**config.mk**
```make
export PLATFORM = sky130hd
export DESIGN_NAME = mem_stage_flat
export DESIGN_NICKNAME = d
export VERILOG_FILES = /design/src/rtl/mem_stage_if.sv /design/src/rtl/mem_stage.sv /design/src/flat_wrapper.sv
export SDC_FILE = /design/constraint.sdc
export NUM_CORES = 1
export LEC_CHECK = 0
export CAP_MARGIN = 10
export CORE_MARGIN = 1.5
export CORE_UTILIZATION = 43
export CTS_CLUSTER_SIZE = 16
export DETAILED_ROUTE_END_ITERATION = 12
export PLACE_DENSITY_LB_ADDON = 0.15
export SLEW_MARGIN = 20
export SYNTH_ARGS = -nofsm -noshare
export SYNTH_HDL_FRONTEND = slang
export SYNTH_SLANG_ARGS = --single-unit
```
**constraint.sdc**
```tcl
create_clock -name clock -period 4.83 [get_ports clock]
set_input_delay 0.7245 -clock clock [delete_from_list [all_inputs] [get_ports clock]]
set_output_delay 0.7245 -clock clock [all_outputs]
set_load 0.01 [all_outputs]
```
**src/rtl/mem_stage_if.sv**
```systemverilog
// Bundle of the execute-side, data-memory and writeback signals of the memory stage.
// Pure wiring: no state, no latency.
// Backpressure travels as mem_busy (toward execute) and dm_ack (from memory).
interface mem_stage_if;
    // execute -> stage
    logic        ex_valid;
    logic [1:0]  ex_op;
    logic [31:0] ex_addr;
    logic [31:0] ex_wdata;
    logic [4:0]  ex_dreg;
    logic        mem_busy;
    // stage <-> data memory
    logic        dm_req;
    logic        dm_we;
    logic [31:0] dm_addr;
    logic [31:0] dm_wdata;
    logic        dm_ack;
    logic [31:0] dm_rdata;
    // stage -> writeback
    logic [31:0] data_out;
    logic [4:0]  dreg_out;
    logic        stall_out;
    logic        mem_err;

    // The memory stage itself.
    modport slave (
        input  ex_valid, ex_op, ex_addr, ex_wdata, ex_dreg, dm_ack, dm_rdata,
        output mem_busy, dm_req, dm_we, dm_addr, dm_wdata,
        output data_out, dreg_out, stall_out, mem_err
    );

    // The surroundings (execute, data memory, writeback) as one agent.
    modport master (
        output ex_valid, ex_op, ex_addr, ex_wdata, ex_dreg, dm_ack, dm_rdata,
        input  mem_busy, dm_req, dm_we, dm_addr, dm_wdata,
        input  data_out, dreg_out, stall_out, mem_err
    );
endinterface

```
**src/rtl/mem_stage.sv**
```systemverilog
// Memory-access pipeline stage: pass ALU result or do one word load/store over req/ack.
// Latency: pass 1 cycle; load/store 1 issue cycle + wait until dm_ack (min 2 cycles).
// Backpressure: mem_busy holds execute while an access is outstanding; optional abort via MEM_TIMEOUT_EN.
module mem_stage #(
    parameter int TIMEOUT = 15,
    parameter int CNT_W   = 4
) (
    input  logic        clock,
    input  logic        reset,
    mem_stage_if.slave  bus
);

    typedef enum logic {
        IDLE   = 1'b0,
        ACCESS = 1'b1
    } state_t;

    localparam logic [1:0] OP_PASS  = 2'b00;
    localparam logic [1:0] OP_LOAD  = 2'b01;
    localparam logic [1:0] OP_STORE = 2'b10;

    state_t      state;
    state_t      state_nxt;

    // Destination and kind of the outstanding access, captured at issue.
    logic [4:0]  cap_dreg;
    logic        cap_load;

    // Next values of the registered outputs and captures.
    logic        req_nxt;
    logic        we_nxt;
    logic [31:0] addr_nxt;
    logic [31:0] wdata_nxt;
    logic [31:0] data_nxt;
    logic [4:0]  dreg_nxt;
    logic        stall_nxt;
    logic        err_nxt;
    logic [4:0]  cap_dreg_nxt;
    logic        cap_load_nxt;

    logic        is_mem_op;
    logic        issue_ok;
    logic        issue_bad;
    logic        tmo;

    assign is_mem_op = (bus.ex_op == OP_LOAD) || (bus.ex_op == OP_STORE);
    assign issue_ok  = bus.ex_valid && is_mem_op && (bus.ex_addr[1:0] == 2'b00);
    // Reserved opcode, or a load/store that is not word aligned.
    assign issue_bad = bus.ex_valid && !issue_ok && (bus.ex_op != OP_PASS);

    assign bus.mem_busy = (state == ACCESS);

`ifdef MEM_TIMEOUT_EN
    logic [CNT_W-1:0] tmo_cnt;

    // Last waiting cycle is the one where the count has reached TIMEOUT-1,
    // so dm_req stays up for exactly TIMEOUT cycles without an ack.
    assign tmo = (tmo_cnt == CNT_W'(TIMEOUT - 1));

    // Wait counter: parked at zero in IDLE, counts ACCESS cycles without ack.
    always_ff @(posedge clock or posedge reset) begin
        if (reset) begin
            tmo_cnt <= '0;
        end else if (state == IDLE) begin
            tmo_cnt <= '0;
        end else if (!bus.dm_ack) begin
            tmo_cnt <= tmo_cnt + 1'b1;
        end
    end
`else
    // Without the timeout the stage waits for dm_ack indefinitely.
    assign tmo = 1'b0;
    logic unused_tmo_cfg;
    assign unused_tmo_cfg = ^{32'(TIMEOUT), 32'(CNT_W)};
`endif

    // State register.
    always_ff @(posedge clock or posedge reset) begin
        if (reset) begin
            state <= IDLE;
        end else begin
            state <= state_nxt;
        end
    end

    // Next-state decode; ack takes priority over timeout.
    always_comb begin
        state_nxt = state;
        case (state)
            IDLE: begin
                if (issue_ok) begin
                    state_nxt = ACCESS;
                end
            end
            ACCESS: begin
                if (bus.dm_ack || tmo) begin
                    state_nxt = IDLE;
                end
            end
            default: state_nxt = IDLE;
        endcase
    end

    // Output decode: next values for the bus, writeback and capture registers.
    always_comb begin
        req_nxt      = bus.dm_req;
        we_nxt       = bus.dm_we;
        addr_nxt     = bus.dm_addr;
        wdata_nxt    = bus.dm_wdata;
        data_nxt     = bus.data_out;
        dreg_nxt     = bus.dreg_out;
        stall_nxt    = 1'b1;
        err_nxt      = 1'b0;
        cap_dreg_nxt = cap_dreg;
        cap_load_nxt = cap_load;
        case (state)
            IDLE: begin
                if (bus.ex_valid && (bus.ex_op == OP_PASS)) begin
                    data_nxt  = bus.ex_addr;
                    dreg_nxt  = bus.ex_dreg;
                    // r0 is hardwired zero: never let writeback touch it.
                    stall_nxt = (bus.ex_dreg == 5'd0);
                end else if (issue_ok) begin
                    req_nxt      = 1'b1;
                    we_nxt       = (bus.ex_op == OP_STORE);
                    addr_nxt     = bus.ex_addr;
                    wdata_nxt    = bus.ex_wdata;
                    cap_dreg_nxt = bus.ex_dreg;
                    cap_load_nxt = (bus.ex_op == OP_LOAD);
                end else if (issue_bad) begin
                    err_nxt = 1'b1;
                end
            end
            ACCESS: begin
                if (bus.dm_ack) begin
                    req_nxt = 1'b0;
                    if (cap_load) begin
                        data_nxt  = bus.dm_rdata;
                        dreg_nxt  = cap_dreg;
                        stall_nxt = (cap_dreg == 5'd0);
                    end
                end else if (tmo) begin
                    req_nxt = 1'b0;
                    err_nxt = 1'b1;
                end
            end
            default: begin
                req_nxt = 1'b0;
            end
        endcase
    end

    // Output and capture registers; reset drops any pending access silently.
    always_ff @(posedge clock or posedge reset) begin
        if (reset) begin
            bus.dm_req    <= 1'b0;
            bus.dm_we     <= 1'b0;
            bus.dm_addr   <= '0;
            bus.dm_wdata  <= '0;
            bus.data_out  <= '0;
            bus.dreg_out  <= '0;
            bus.stall_out <= 1'b1;
            bus.mem_err   <= 1'b0;
            cap_dreg      <= '0;
            cap_load      <= 1'b0;
        end else begin
            bus.dm_req    <= req_nxt;
            bus.dm_we     <= we_nxt;
            bus.dm_addr   <= addr_nxt;
            bus.dm_wdata  <= wdata_nxt;
            bus.data_out  <= data_nxt;
            bus.dreg_out  <= dreg_nxt;
            bus.stall_out <= stall_nxt;
            bus.mem_err   <= err_nxt;
            cap_dreg      <= cap_dreg_nxt;
            cap_load      <= cap_load_nxt;
        end
    end

endmodule
```
**src/flat_wrapper.sv**
```systemverilog
// flat-port wrapper written by rule: the top's interface ports become plain ports
module mem_stage_flat 
#(
    parameter int TIMEOUT = 15,
    parameter int CNT_W   = 4
)
  (clock, reset, bus_ex_valid, bus_ex_op, bus_ex_addr, bus_ex_wdata, bus_ex_dreg, bus_dm_ack, bus_dm_rdata, bus_mem_busy, bus_dm_req, bus_dm_we, bus_dm_addr, bus_dm_wdata, bus_data_out, bus_dreg_out, bus_stall_out, bus_mem_err);
  mem_stage_if bus_i ();
  input  logic clock;
  input  logic reset;
  input wire logic [$bits(bus_i.ex_valid)-1:0] bus_ex_valid;
  input wire logic [$bits(bus_i.ex_op)-1:0] bus_ex_op;
  input wire logic [$bits(bus_i.ex_addr)-1:0] bus_ex_addr;
  input wire logic [$bits(bus_i.ex_wdata)-1:0] bus_ex_wdata;
  input wire logic [$bits(bus_i.ex_dreg)-1:0] bus_ex_dreg;
  input wire logic [$bits(bus_i.dm_ack)-1:0] bus_dm_ack;
  input wire logic [$bits(bus_i.dm_rdata)-1:0] bus_dm_rdata;
  output wire logic [$bits(bus_i.mem_busy)-1:0] bus_mem_busy;
  output wire logic [$bits(bus_i.dm_req)-1:0] bus_dm_req;
  output wire logic [$bits(bus_i.dm_we)-1:0] bus_dm_we;
  output wire logic [$bits(bus_i.dm_addr)-1:0] bus_dm_addr;
  output wire logic [$bits(bus_i.dm_wdata)-1:0] bus_dm_wdata;
  output wire logic [$bits(bus_i.data_out)-1:0] bus_data_out;
  output wire logic [$bits(bus_i.dreg_out)-1:0] bus_dreg_out;
  output wire logic [$bits(bus_i.stall_out)-1:0] bus_stall_out;
  output wire logic [$bits(bus_i.mem_err)-1:0] bus_mem_err;
  assign bus_i.ex_valid = bus_ex_valid;
  assign bus_i.ex_op = bus_ex_op;
  assign bus_i.ex_addr = bus_ex_addr;
  assign bus_i.ex_wdata = bus_ex_wdata;
  assign bus_i.ex_dreg = bus_ex_dreg;
  assign bus_i.dm_ack = bus_dm_ack;
  assign bus_i.dm_rdata = bus_dm_rdata;
  assign bus_mem_busy = bus_i.mem_busy;
  assign bus_dm_req = bus_i.dm_req;
  assign bus_dm_we = bus_i.dm_we;
  assign bus_dm_addr = bus_i.dm_addr;
  assign bus_dm_wdata = bus_i.dm_wdata;
  assign bus_data_out = bus_i.data_out;
  assign bus_dreg_out = bus_i.dreg_out;
  assign bus_stall_out = bus_i.stall_out;
  assign bus_mem_err = bus_i.mem_err;
  mem_stage #(.TIMEOUT(TIMEOUT), .CNT_W(CNT_W)) u_core (.clock(clock), .reset(reset), .bus(bus_i));
endmodule
```
# ---- After elaboration in Yosys (flattened, before gate mapping)
# Cells that the tools add are included.
dict set report totals {
  mem_bits_ro 0
  mem_count 0
  mem_bits_rw 0
  latchBits 0
  reg_bits 112
  output_inout_bits 106
  word_cells 58
}
dict set report op_classes {
  div_mod_pow 0
  eq_ne 7
  addsub 0
  mul 0
  muxes 23
  order_cmp 0
  reduce_logical 15
  n_shift 0
  bitwise_logic 2
}
# operator count
set ops {}
lappend ops {{2-to-1 mux 32 bit} 3}
lappend ops {{case mux 32 bit (2 select lines)} 1}
lappend ops {{2-to-1 mux 5 bit} 3}
lappend ops {{2-to-1 mux 1 bit} 11}
lappend ops {{logical NOT 5 bit} 2}
lappend ops {{case mux 5 bit (2 select lines)} 1}
lappend ops {{AND reduction 3 bit} 3}
lappend ops {{case mux 1 bit (2 select lines)} 4}
lappend ops {{!= test 2 bit, second input constant} 3}
lappend ops {{logical AND 1 bit} 5}
lappend ops {{logical NOT 2 bit} 2}
lappend ops {{!= test 2 x 1 -> 1 bit, second input constant} 2}
lappend ops {{== test 2 x 1 -> 1 bit, second input constant} 1}
lappend ops {{== test 2 bit, second input constant} 1}
lappend ops {{NOT 1 bit} 2}
lappend ops {{nonzero test 2 bit} 1}
lappend ops {{logical NOT 1 bit} 1}
lappend ops {{logical OR 1 bit} 1}

# ---- Logic depth before layout (Yosys ltp)
dict set report logic_depth {
  ltp_word 11
  ltp_mapped 6
}

# ---- Worst setup path before layout
# Ideal clock, no wire load.
dict set report synth_path {
  path_kind {input-to-reg}
  startpoint {input port bus_ex_op[0]}
  endpoint {register u_core.bus.dm_addr[12]}
  slack_ns 2.817
  t_arrival_ns 1.887
  n_path_buf 1
  required_time_ns 4.705
  stages 6
  cell_sequence {inv_1 ha_1 nor3b_2 nand2_4 buf_6 mux2_4}
}
dict set report synth_via {
  elab_chain_len 5
  elab_cells_between_ends 9
  classes_between {eq/ne (2); bitwise (1); reduce/logical (6)}
}
# item line_no
set synth_lines {}
lappend synth_lines {{from (decl)} flat_wrapper.sv:12} ;# input wire logic [$bits(bus_i.ex_op)-1:0] bus_ex_op;
lappend synth_lines {{== test 2 x 1 -> 1 bit or == test 2 bit (tied branches)} mem_stage.sv:46} ;# assign is_mem_op = (bus.ex_op == OP_LOAD) || (bus.ex_op == OP_STORE);
lappend synth_lines {{logical OR 1 bit} mem_stage.sv:46}
lappend synth_lines {{logical AND 1 bit (2 in a row)} mem_stage.sv:47} ;# assign issue_ok = bus.ex_valid && is_mem_op && (bus.ex_addr[1:0] == 2'b00);
lappend synth_lines {{AND reduction 3 bit (no line) *} -}
lappend synth_lines {{to (signal assigned)} mem_stage.sv:169} ;# bus.dm_addr <= addr_nxt;
lappend synth_lines {{to (decl)} mem_stage_if.sv:28} ;# output mem_busy, dm_req, dm_we, dm_addr, dm_wdata,
# Mark *: on every way between the ends. The rest lies on a longest branch, timed or not.
# A chain may end at the register's enable or synchronous reset.

# ---- Worst setup path in the final report
dict set report layout_path {
  startpoint {input port bus_ex_op[0]}
  endpoint {register u_core.bus.dm_addr[20]}
}
# Same word-level chain as after synthesis.

==> impl_results.md <==
* Outcome: finished, final reports clean
* Crit path time final at 2.963 ns
* Crit end category: flip-flop
* Post-Layout Cell Count at 657
* PwrDens at 434.7 nW/um^2
* Total power at 3.262 mW
* Pin count of the biggest net entering global routing at 57
* HP Class: reg -> reg
* Initial antenna violation count at 0
* Total number of vias at 3235
* Clock Tree Root: clkbuf_16
* RSZ-0062 raised after global routing: false
* Drt wl/cell at 17.88 um
* Post-synth EDFFs at 0
* DP Cell Count at 641
* CP max stage cell: nand2_4
* Worst Hold Margin at 0.4873 ns
* Commonest non-fill, non-tap cells in the layout: clkdlybuf4s50_1 (212), dfrtp_1 (110), mux2_2 (76)
* Num rows at 39
* Leakage at 3.363 nW
* First-pass detailed-route iteration total at 4
* Final core occ at 66.00%
* Vias per cell at 4.924
* Worst slew pin tran at 1.045 ns
* Sw power at 0.8521 mW
* Post-synth net total at 407
* CP startpoint kind: input pin
* Worst-path maximum fanout at 50
* Logic pwr share at 34.7%
* FFs w/ async S/R, synth at 100.0%
* PortBufs at 212
* Internal at 2.410 mW
* Layout cells sized above 1 at 33.07%
* Most common cell after layout, fill and taps aside: clkdlybuf4s50_1
* Global-route wire length before repair at 18630 um
* Maxcap violations at 0
* TNS Setup at 0 ns
* Congestion Overflow GR at 0
* Peak supply drop at 0.3235 mV
* Synth Cell Area at 5007 um^2
* Critical Path RT at 5.07 ns
* Antenna fix cells at 0
* Mapped Avg Cell Area at 16.86 um^2
* # hold bufs at CTS at 0
* Tot GR Track Use at 19.51%
* R2R Setup Slk at 2.05 ns
* Final HPWL DP at 8417 um
* Routability cong. at 0.7590
* Routed WL at 11750 um
* Worst Path Arrival at 3.20 ns
* CTS Sinks at 112
* F_max at 337.5 MHz
* Die ar. at 12300 um^2
* Post-synthesis sequential area ratio at 56.00%
* Crit path from: bus_ex_op[0]
* Clock power share at 24.1%
* I/O pin cnt at 213
* CP peak stage delay at 0.53 ns
* Core area at 11370 um^2
* Final hold vios at 0
* Synthesis warning total at 0
* Family with the most delay on the worst path: buffers and inverters
* Starting Density at 44.04%
* Area growth from synthesis to layout at 49.85%
* CP Cell Sequence: clkdlybuf4s50_1, inv_1, ha_1, nor3b_2, nand2_4, buf_4, mux2_4
* Seq. cell area at 2805 um^2
* Synth Flop Type: dfrtp_1
* Num CTS Buffers at 9
* Reg power frac at 41.2%
* Hold depth at 1
* CTS tree: yes
* Switching power share of the total at 26.12%
* Die height at 110.9 um
* Layout Nets at 619
* DRT antenna net count at 0
* Crit Path Category: in -> reg
* R2R cell count at 4
* Fill cell count at 862
* RR Startpoint: u_core.bus.mem_busy
* Drt drc at 0
* Hold Crit Start: u_core.bus.dm_addr[0]
* CTS resizes at 0
* WHS Endpoint: u_core.bus.dm_addr[0]
* Die Span X at 110.9 um
* CP bufs+invs at 3
* Post-CTS setup buffer count at 0
* Crit share post-route at 61.34%
* Post-Synthesis Cells at 297
* Max-slew headroom at 30.32%
* Final Max Tran Viols at 0
* 1st-iter DRT viols at 155
* Skew-Pair Late Insertion Delay at 0.36 ns
* R2R Path End: u_core.bus.dm_addr[20]
* Setup Skew at 0.008039 ns
* Multi-input logic area at 2036 um^2
* Final setup viols at 0
* Post-synthesis cell type count at 21
* Reg clk slew, reported paths at 0.07 ns
* Vias in the first global route at 3370
* FF+latch count, synth at 112
* Max Root-Sink Buffers at 2
* H-Tree Depth at 3
## power by group through the flow
stage | combinational, mW | sequential [mW] | clock [mW]
after floorplan | 0.393 | 1.45 | 0
after global placement | 1.13 | 1.35 | 0
after detailed placement | 1.14 | 1.36 | 0
after CTS | 1.15 | 1.35 | 0.806
after global routing | 1.20 | 1.38 | 0.844
final | 1.13 | 1.34 | 0.787
## cell families after synthesis
family	after synthesis	synth area share, %
multiplexers	144	37.38
flip-flops	112	56.00
buffers and inverters	18	3.348
AND/OR/NAND/NOR	18	2.324
adder cells (fa/ha/maj)	3	0.7497
AO/OA/AOI/OAI	2	0.1999
## metrics by stage
stage,area [um^2],worst slack (ns)
floorplan,5007,1.148
global placement,7186,1.579
detailed placement,7186,1.485
CTS,7503,1.865
global route,7503,1.714
finish,7503,1.867
## cells in the mapped netlist (2+ instances only)
| library cell | count | area [um^2] |
|---|---|---|
| ha_1 | 3 | 37.54 |
| mux2_2 | 76 | 855.8 |
| and2_1 | 2 | 12.51 |
| nor3_1 | 2 | 10.01 |
| a21oi_1 | 2 | 10.01 |
| dfrtp_1 | 111 | 2778 |
| nor2_1 | 3 | 11.26 |
| buf_2 | 2 | 10.01 |
| mux2_4 | 67 | 1006 |
| nand2_1 | 4 | 15.01 |
| inv_1 | 3 | 11.26 |
| buf_6 | 13 | 146.4 |
## flip-flops by register name, indices dropped and copies added, names as in the netlist
name	cells
u_core.bus.dreg_out	5
u_core.cap_load	1
u_core.bus.data_out	32
u_core.bus.dm_req	1
u_core.bus.dm_we	1
u_core.bus.mem_busy	1
u_core.bus.mem_err	1
u_core.bus.dm_wdata	32
u_core.bus.stall_out	1
u_core.cap_dreg	5
u_core.bus.dm_addr	32
## metal layers
layer / vias to the layer above / GRT usage (%) / share of wire (%)
met2: 132 / 30.04 / 47
met1: 1614 / 25.05 / 43
li1: 1477 / - / -
met5: - / 0 / 0
met4: 0 / 5.043 / 1.1
met3: 12 / 8.967 / 9.4
## worst max-delay path by stage
| stage | cells past startpoint | end |
|---|---|---|
| after CTS | 7 | u_core.bus.dm_addr[12] |
| after floorplan | 1 | u_core.bus.data_out[0] |
| after global routing | 7 | u_core.bus.dm_addr[12] |
| after global placement | 7 | u_core.bus.dm_wdata[18] |
| final | 7 | u_core.bus.dm_addr[20] |
| after detailed placement | 7 | u_core.bus.dm_addr[20] |
## cell type report
cell class | instances | share of cell area, %
clock buffer | 12 | 3.552
clock inverter | 4 | 0.6837
inverter | 3 | 0.1834
multi-input combinational | 167 | 27.13
sequential | 112 | 37.39
tap | 143 | 2.385
timing repair buffer | 216 | 28.68
Power figures use the tool's default switching activity.
